`src/rtl/subarray_mac_seq.sv`:
```
// Bit-serial shift-add multiply-accumulate sequencer: one multiplier bit per cycle,
// VEC_LEN products summed into a dot product presented over a valid/ready port.
module subarray_mac_seq #(
    parameter int unsigned DATA_W  = 8,
    parameter int unsigned ACC_W   = 24,
    parameter int unsigned VEC_LEN = 16
) (
    input  logic              clk,
    input  logic              rst_n,
    input  logic              clr,
    input  logic              in_valid,
    output logic              in_ready,
    input  logic [DATA_W-1:0] in_a,
    input  logic [DATA_W-1:0] in_b,
    output logic              out_valid,
    input  logic              out_ready,
    output logic [ACC_W-1:0]  out_acc,
    output logic              out_ovf,
    output logic              busy
);

    localparam int unsigned BC_W = (DATA_W > 1) ? $clog2(DATA_W) : 1;
    localparam int unsigned EC_W = (VEC_LEN > 1) ? $clog2(VEC_LEN) : 1;
    localparam int unsigned P_W  = 2 * DATA_W;

    typedef enum logic [1:0] {
        S_IDLE = 2'd0,
        S_MUL  = 2'd1,
        S_ACC  = 2'd2,
        S_OUT  = 2'd3
    } state_t;

    state_t            r_state;
    state_t            w_next;
    logic [DATA_W-1:0] r_a;
    logic [DATA_W-1:0] r_b;
    logic [P_W-1:0]    r_prod;
    logic [P_W-1:0]    w_addend;
    logic [BC_W-1:0]   r_bit_cnt;
    logic [EC_W-1:0]   r_elem_cnt;
    logic [ACC_W-1:0]  r_acc;
    logic [ACC_W:0]    w_acc_sum;
    logic              r_ovf;
    logic              r_in_ready;
    logic              r_out_valid;
    logic              r_busy;
    logic              w_in_fire;
    logic              w_out_fire;
    logic              w_last_bit;
    logic              w_last_elem;

    always_comb begin
        w_in_fire   = r_in_ready & in_valid & ~clr;
        w_out_fire  = r_out_valid & out_ready & ~clr;
        w_last_bit  = (r_bit_cnt == BC_W'(DATA_W - 1));
        w_last_elem = (r_elem_cnt == EC_W'(VEC_LEN - 1));
        w_addend    = r_b[r_bit_cnt] ? (P_W'(r_a) << r_bit_cnt) : '0;
        w_acc_sum   = {1'b0, r_acc} + (ACC_W + 1)'(r_prod);
    end

    always_comb begin
        w_next = r_state;
        case (r_state)
            S_IDLE:  if (w_in_fire) w_next = S_MUL;
            S_MUL:   if (w_last_bit) w_next = S_ACC;
            S_ACC:   w_next = w_last_elem ? S_OUT : S_IDLE;
            S_OUT:   if (w_out_fire) w_next = S_IDLE;
            default: w_next = S_IDLE;
        endcase
        if (clr) w_next = S_IDLE;
    end

    // Handshake/status flags are registered from the next state so they read 0 during
    // reset and come up with in_ready=1 on the first cycle after release.
    always_ff @(posedge clk or negedge rst_n) begin
        if (!rst_n) begin
            r_state     <= S_IDLE;
            r_in_ready  <= 1'b0;
            r_out_valid <= 1'b0;
            r_busy      <= 1'b0;
        end else begin
            r_state     <= w_next;
            r_in_ready  <= (w_next == S_IDLE);
            r_out_valid <= (w_next == S_OUT);
            r_busy      <= (w_next != S_IDLE);
        end
    end

    always_ff @(posedge clk or negedge rst_n) begin
        if (!rst_n) begin
            r_a        <= '0;
            r_b        <= '0;
            r_prod     <= '0;
            r_bit_cnt  <= '0;
            r_elem_cnt <= '0;
            r_acc      <= '0;
            r_ovf      <= 1'b0;
        end else if (clr) begin
            r_prod     <= '0;
            r_bit_cnt  <= '0;
            r_elem_cnt <= '0;
            r_acc      <= '0;
            r_ovf      <= 1'b0;
        end else begin
            case (r_state)
                S_IDLE: begin
                    if (w_in_fire) begin
                        r_a       <= in_a;
                        r_b       <= in_b;
                        r_prod    <= '0;
                        r_bit_cnt <= '0;
                    end
                end
                S_MUL: begin
                    r_prod    <= r_prod + w_addend;
                    r_bit_cnt <= w_last_bit ? '0 : r_bit_cnt + 1'b1;
                end
                S_ACC: begin
                    r_acc      <= w_acc_sum[ACC_W-1:0];
                    r_ovf      <= r_ovf | w_acc_sum[ACC_W];
                    r_elem_cnt <= w_last_elem ? '0 : r_elem_cnt + 1'b1;
                end
                S_OUT: begin
                    if (w_out_fire) begin
                        r_acc <= '0;
                        r_ovf <= 1'b0;
                    end
                end
                default: ;
            endcase
        end
    end

    assign in_ready  = r_in_ready;
    assign out_valid = r_out_valid;
    assign out_acc   = r_acc;
    assign out_ovf   = r_ovf;
    assign busy      = r_busy;

endmodule

```
`config.mk`:
```
export PLATFORM = sky130hd
export DESIGN_NAME = subarray_mac_seq
export DESIGN_NICKNAME = d
export VERILOG_FILES = /design/src/rtl/subarray_mac_seq.sv
export SDC_FILE = /design/constraint.sdc
export NUM_CORES = 1
export LEC_CHECK = 0
export CAP_MARGIN = 15
export CORE_ASPECT_RATIO = 1.75
export CORE_MARGIN = 2
export CORE_UTILIZATION = 35
export CTS_CLUSTER_DIAMETER = 200
export DETAILED_ROUTE_END_ITERATION = 16
export PLACE_DENSITY = 0.57
export SLEW_MARGIN = 10
export SYNTH_ARGS = -nofsm -noshare
export SYNTH_HDL_FRONTEND = slang
export SYNTH_SLANG_ARGS = --single-unit
```
`constraint.sdc`:
```
create_clock -name clk -period 3.13 [get_ports clk]
set_input_delay 0.313 -clock clk [delete_from_list [all_inputs] [get_ports clk]]
set_output_delay 0.313 -clock clk [all_outputs]
set_load 0.005 [all_outputs]
```
-- After elaboration in Yosys (flattened, before gate mapping)
Cells that the tools add are included.
- add/subtract/negate cells: 4
- equal/unequal tests: 8
- reductions and logical operators: 9
- div/mod/pow operators: 0
- bitwise gates (word level): 6
- $mul: 0
- mux-type cells: 25
- shifts and indexed selects: 1
- $lt $le $gt $ge: 1
- operators with widths (kind ; number):
    2-to-1 mux 16 bit ; 3
    2-to-1 mux 24 bit ; 2
    one-hot mux 24 bit (2 select lines) ; 1
    one-hot mux 16 bit (2 select lines) ; 1
    adder 24 x 16 -> 25 bit ; 1
    adder 16 bit ; 1
    left shift 8 x 3 -> 16 bit ; 1
    2-to-1 mux 4 bit ; 3
    2-to-1 mux 2 bit ; 5
    2-to-1 mux 3 bit ; 3
    one-hot mux 2 bit (4 select lines) ; 1
    == test 2 bit, second input constant ; 3
    inequality test 3 bit, second input constant ; 2
    one-hot mux 3 bit (2 select lines) ; 1
    nonzero test 3 bit ; 2
    adder 4 x 1 -> 4 bit, second input constant ; 1
    AND 1 bit ; 4
    == test 4 bit, second input constant ; 1
    logical NOT 2 bit ; 2
    < comparator 3 x 4 -> 1 bit, second input constant ; 1
    AND reduction 2 bit ; 2
    nonzero test 2 bit ; 2
    adder 3 x 1 -> 3 bit, second input constant ; 1
    binary-select mux 1 bit (select 3 bit) ; 1
    7 further kinds ; 9
- memories: 0
- memory bits (read-only): 0
- memory bits (writable): 0
- logic and storage cells: 65
- bits in latches: 0
- register bits after elaboration: 69

-- Depth between registers and ports, before layout
- depth after elaboration: 6
- gate-level depth with buffers: 16

-- Worst setup path after synthesis
No wires, ideal clock.
- path kind: register to register
- start point: register r_bit_cnt[0]
- end point: register r_prod[12]
- path buffers: 2
- period minus slack after synthesis: 3.144 ns
- data required time: 3.009 ns
- arrival: 3.023 ns
- slack: -0.014 ns
- library setup time: 0.121 ns
- stages on the path, launching flop included: 15
- cell sequence: dfrtp_1 > buf_2 > mux4_2 > nand2b_1 > and2_1 > clkbuf_1 > nor2_1 > ha_1 > a21o_1 > a21o_1 > a21oi_1 > nand3_1 > o31ai_1 > xnor2_1 > a22o_1
- word-level cells in the longest chain between the ends: 6
- ends and longest elaborated chain (element ; RTL line ; source):
    from (decl) ; 39 ; logic [BC_W-1:0] r_bit_cnt;
    from (signal assigned) ; 116 ; r_bit_cnt <= w_last_bit ? '0 : r_bit_cnt + 1'b1;
    binary-select mux 1 bit (select 3 bit) ; 57 ; w_addend = r_b[r_bit_cnt] ? (P_W'(r_a) << r_bit_cnt) : '0;
    2-to-1 mux 1 bit (not written as such) ; 57 ;
    2-to-1 mux 16 bit * ; 57 ;
    adder 16 bit * ; 115 ; r_prod <= r_prod + w_addend;
    one-hot mux 16 bit (2 select lines) * ; 105 ; case (r_state)
    2-to-1 mux 16 bit * ; 98 ; end else if (clr) begin
    to (signal assigned) ; 115 ;
    to (decl) ; 37 ; logic [P_W-1:0] r_prod;
Every way passes the cells marked *; elsewhere a longest branch is shown, timed or not. The select of a mux whose other input is x is not followed.
A chain may end at the register's enable or synchronous reset.

-- Worst setup path after layout
- start point: register r_bit_cnt[1]
- end point: register r_prod[11]
Same word-level chain as after synthesis.

==> metrics.txt <==
sw power=814 uW; # rows=55; final setup violation count=0; Mapped Area=4670 um2; Slew Viols, Final=0; Seq/Total Area, Yosys=0.369; DIE AREA=14300 um2; total negative slack=0 ns; post-route setup slack=0.172 ns; sw frac=0.287; die span in y=157 um; Post-Synthesis Net Count=556; Power Density=485 nW/um2; async set-or-reset flop fraction in the synthesized netlist=1.00; fin crit period=2.96 ns; Avg Cell Area, Syn=9.37 um2; top cells by area, synth=dfrtp_1 (37%), ha_1 (9.1%), mux2_2 (4.8%); worst r2r src=r_bit_cnt[1]; Routed wire per std cell=15.2 um; global placement routability congestion=0.881; synth warn=0; Buf/Inv on CP=1; RSZ-0062 raised after global routing=true; synthesis-stage register bit count=69; CP endpoint kind=register; I/O Pins=49; commonest cells after routing, fill and taps aside=dfrtp_1 (68), nand2_1 (51), clkdlybuf4s50_1 (47), a21oi_1 (40), nor2_1 (37); nets=615; clk_lat worst skew=0.34 ns; HPWL Detailed=8.60 mm; Synth Flop Type=dfrtp_1; R2R Path End=r_prod[11]; number of flops mapped to enable cells by yosys=0; gr usage total=0.163; commonest non-fill, non-tap cell in the layout=dfrtp_1; Yosys cell types=71; Setup Slack @ Placement=-0.0662 ns; detailed-route via count=3962; area of the core=13000 um2; Clock H-tree levels=3; clock skew=0.00676 ns; vias in the first global route=4085; Reg power frac=0.375; DRC=0; period utilization=0.945; Clock Tree Root=clkbuf_16; relative slew slack=0.495; Final Hold Violating Endpoints=0; crit path DAT=3.18 ns; Static Leak=0.00254 uW; Max Cap Viol=0; DR pass1 iterations=4; largest area contributor in the netlist=dfrtp_1; Clock Sinks=69; R2R Setup Slk=0.17 ns; via/cell ratio=5.40; clock share of power=0.402; Pint=2020 uW; Clock Pin Slew Worst Setup and Hold Paths=0.06 ns; Reg2Reg Depth=13; CTS tree=built; DRT antenna net count=0; Port Buffer Count=48; post-synth top area share=0.369; hold_buf cts=0; CP peak stage delay=0.41 ns; Congestion Overflow GR=0; Die Wd=91.4 um; cells after synthesis=499; Critical Path RT=3.35 ns; Peak VDD IR=0.261 mV; FILL cells=1237; initial antenna violation count=0; FF/Latch Area=1730 um2; CP delay by family, top=compound AO/OA/AOI/OAI gates; Post-Route WL=11.1 mm; starting DRC count in detailed routing=156; Critical Path Start Type=register; Crit path depth=13; slowest CP cell=dfrtp_1; Logic pwr share=0.224; share of layout cells above drive strength 1=0.160; CP max FO=16; Worst-Margin Slew=0.757 ns; Antenna Diode Count=0; crit path kind=reg -> reg; FMAX=0.338 GHz; multi-input combinational cell area=2880 um2; status=finished clean; Initial Util=0.359; Max clock buf depth=2; largest net degree at the start of global routing=33; CP cell instances=buf_12, mux2i_1, nor2_1, a31oi_1, nor2_1, ha_1, o21ai_0, o21bai_1, o21ai_2, a21oi_2, a21oi_1, xnor2_1, a22o_1; area growth from synthesis to layout=25.1%; most used cell, CP=nor2_1; first-pass GRT wire length=18.9 mm; HP Class=in -> async; TritonCTS buffer count=9
## cells in the mapped netlist (6+ instances only)
cell type,n
o21ai_0,33
ha_1,34
nand3_1,12
nand2b_1,11
xnor2_1,11
nor2_1,37
or4_1,6
inv_1,15
a22o_1,15
nand4_1,6
dfrtp_1,69
a31oi_1,8
a21o_1,9
a21oi_1,44
mux2_2,20
nand2_1,51
xor2_1,12
clkbuf_1,8
## stage by stage
| step | std cells | instance area, um2 | utilization | hold slack, ns | total power (uW) |
|---|---|---|---|---|---|
| finish | 734 | 5850 | 0.449 | 0.0480 | 2840 |
| global route | 734 | 5850 | 0.449 | 0.0907 | 2990 |
| CTS | 733 | 5770 | 0.444 | 0.0628 | 2840 |
| detailed placement | 717 | 5430 | 0.417 | 0.424 | 1680 |
| global placement | 717 | 5430 | 0.417 | 0.412 | 1670 |
| floorplan | 499 | 4680 | - | 0.0174 | 1480 |
## logic make-up after synthesis
family / after synthesis / share of synthesized area
muxes: 27 / 0.0685
adders and majority gates: 36 / 0.0996
AOI/OAI and AO/OA: 151 / 0.217
xor gates and xnor gates: 23 / 0.0431
and+or+nand+nor: 159 / 0.170
DFF: 69 / 0.369
buffers and inverters: 34 / 0.0324
## power by group through the flow
stage	Sequential [uW]	Combinational (uW)	Clock, uW
2_1_floorplan	1040	436	0
3_3_place_gp	1080	594	0
3_5_place_dp	1080	601	0
4_1_cts	1060	611	1170
5_1_grt	1080	707	1210
6_report	1060	634	1140
## flip-flops by register name, summed over array words and instances (netlist names)
name and flops:
r_state 2, out_valid 1, r_b 8, r_bit_cnt 3, r_prod 16, r_elem_cnt 4
r_a 8, out_acc 24, in_ready 1, busy 1, out_ovf 1
## per-layer routing
layer | part of all wire | track usage
met4 | 0.027 | 0.0765
met5 | 0 | 0
met1 | 0.39 | 0.170
met2 | 0.55 | 0.313
met3 | 0.026 | 0.0274
## how the worst max path moves through the flow
| stage | from | to |
|---|---|---|
| CTS | r_bit_cnt[0] | r_prod[15] |
| global route | r_bit_cnt[0] | r_prod[14] |
| floorplan | r_bit_cnt[0] | r_prod[12] |
| global placement | r_bit_cnt[1] | r_prod[12] |
| finish | r_bit_cnt[1] | r_prod[11] |
| detailed placement | r_bit_cnt[0] | r_prod[8] |
## layout make-up
cell class	instances	share of cell area
clock buffer	10	0.0409
tap	171	0.0366
inverter	15	0.00963
clock inverter	6	0.0161
timing repair buffer	67	0.109
multi-input combinational	396	0.493
sequential	69	0.296
## repair_timing
item                                    in CTS  in global routing
pin swaps                                    0                  5
endpoints found under the setup margin       5                  9
endpoints found under the hold margin        0                  0
resized for setup                            4                 15
setup buffers                                0                  1
No activity file was read; power rests on OpenSTA's default activity.
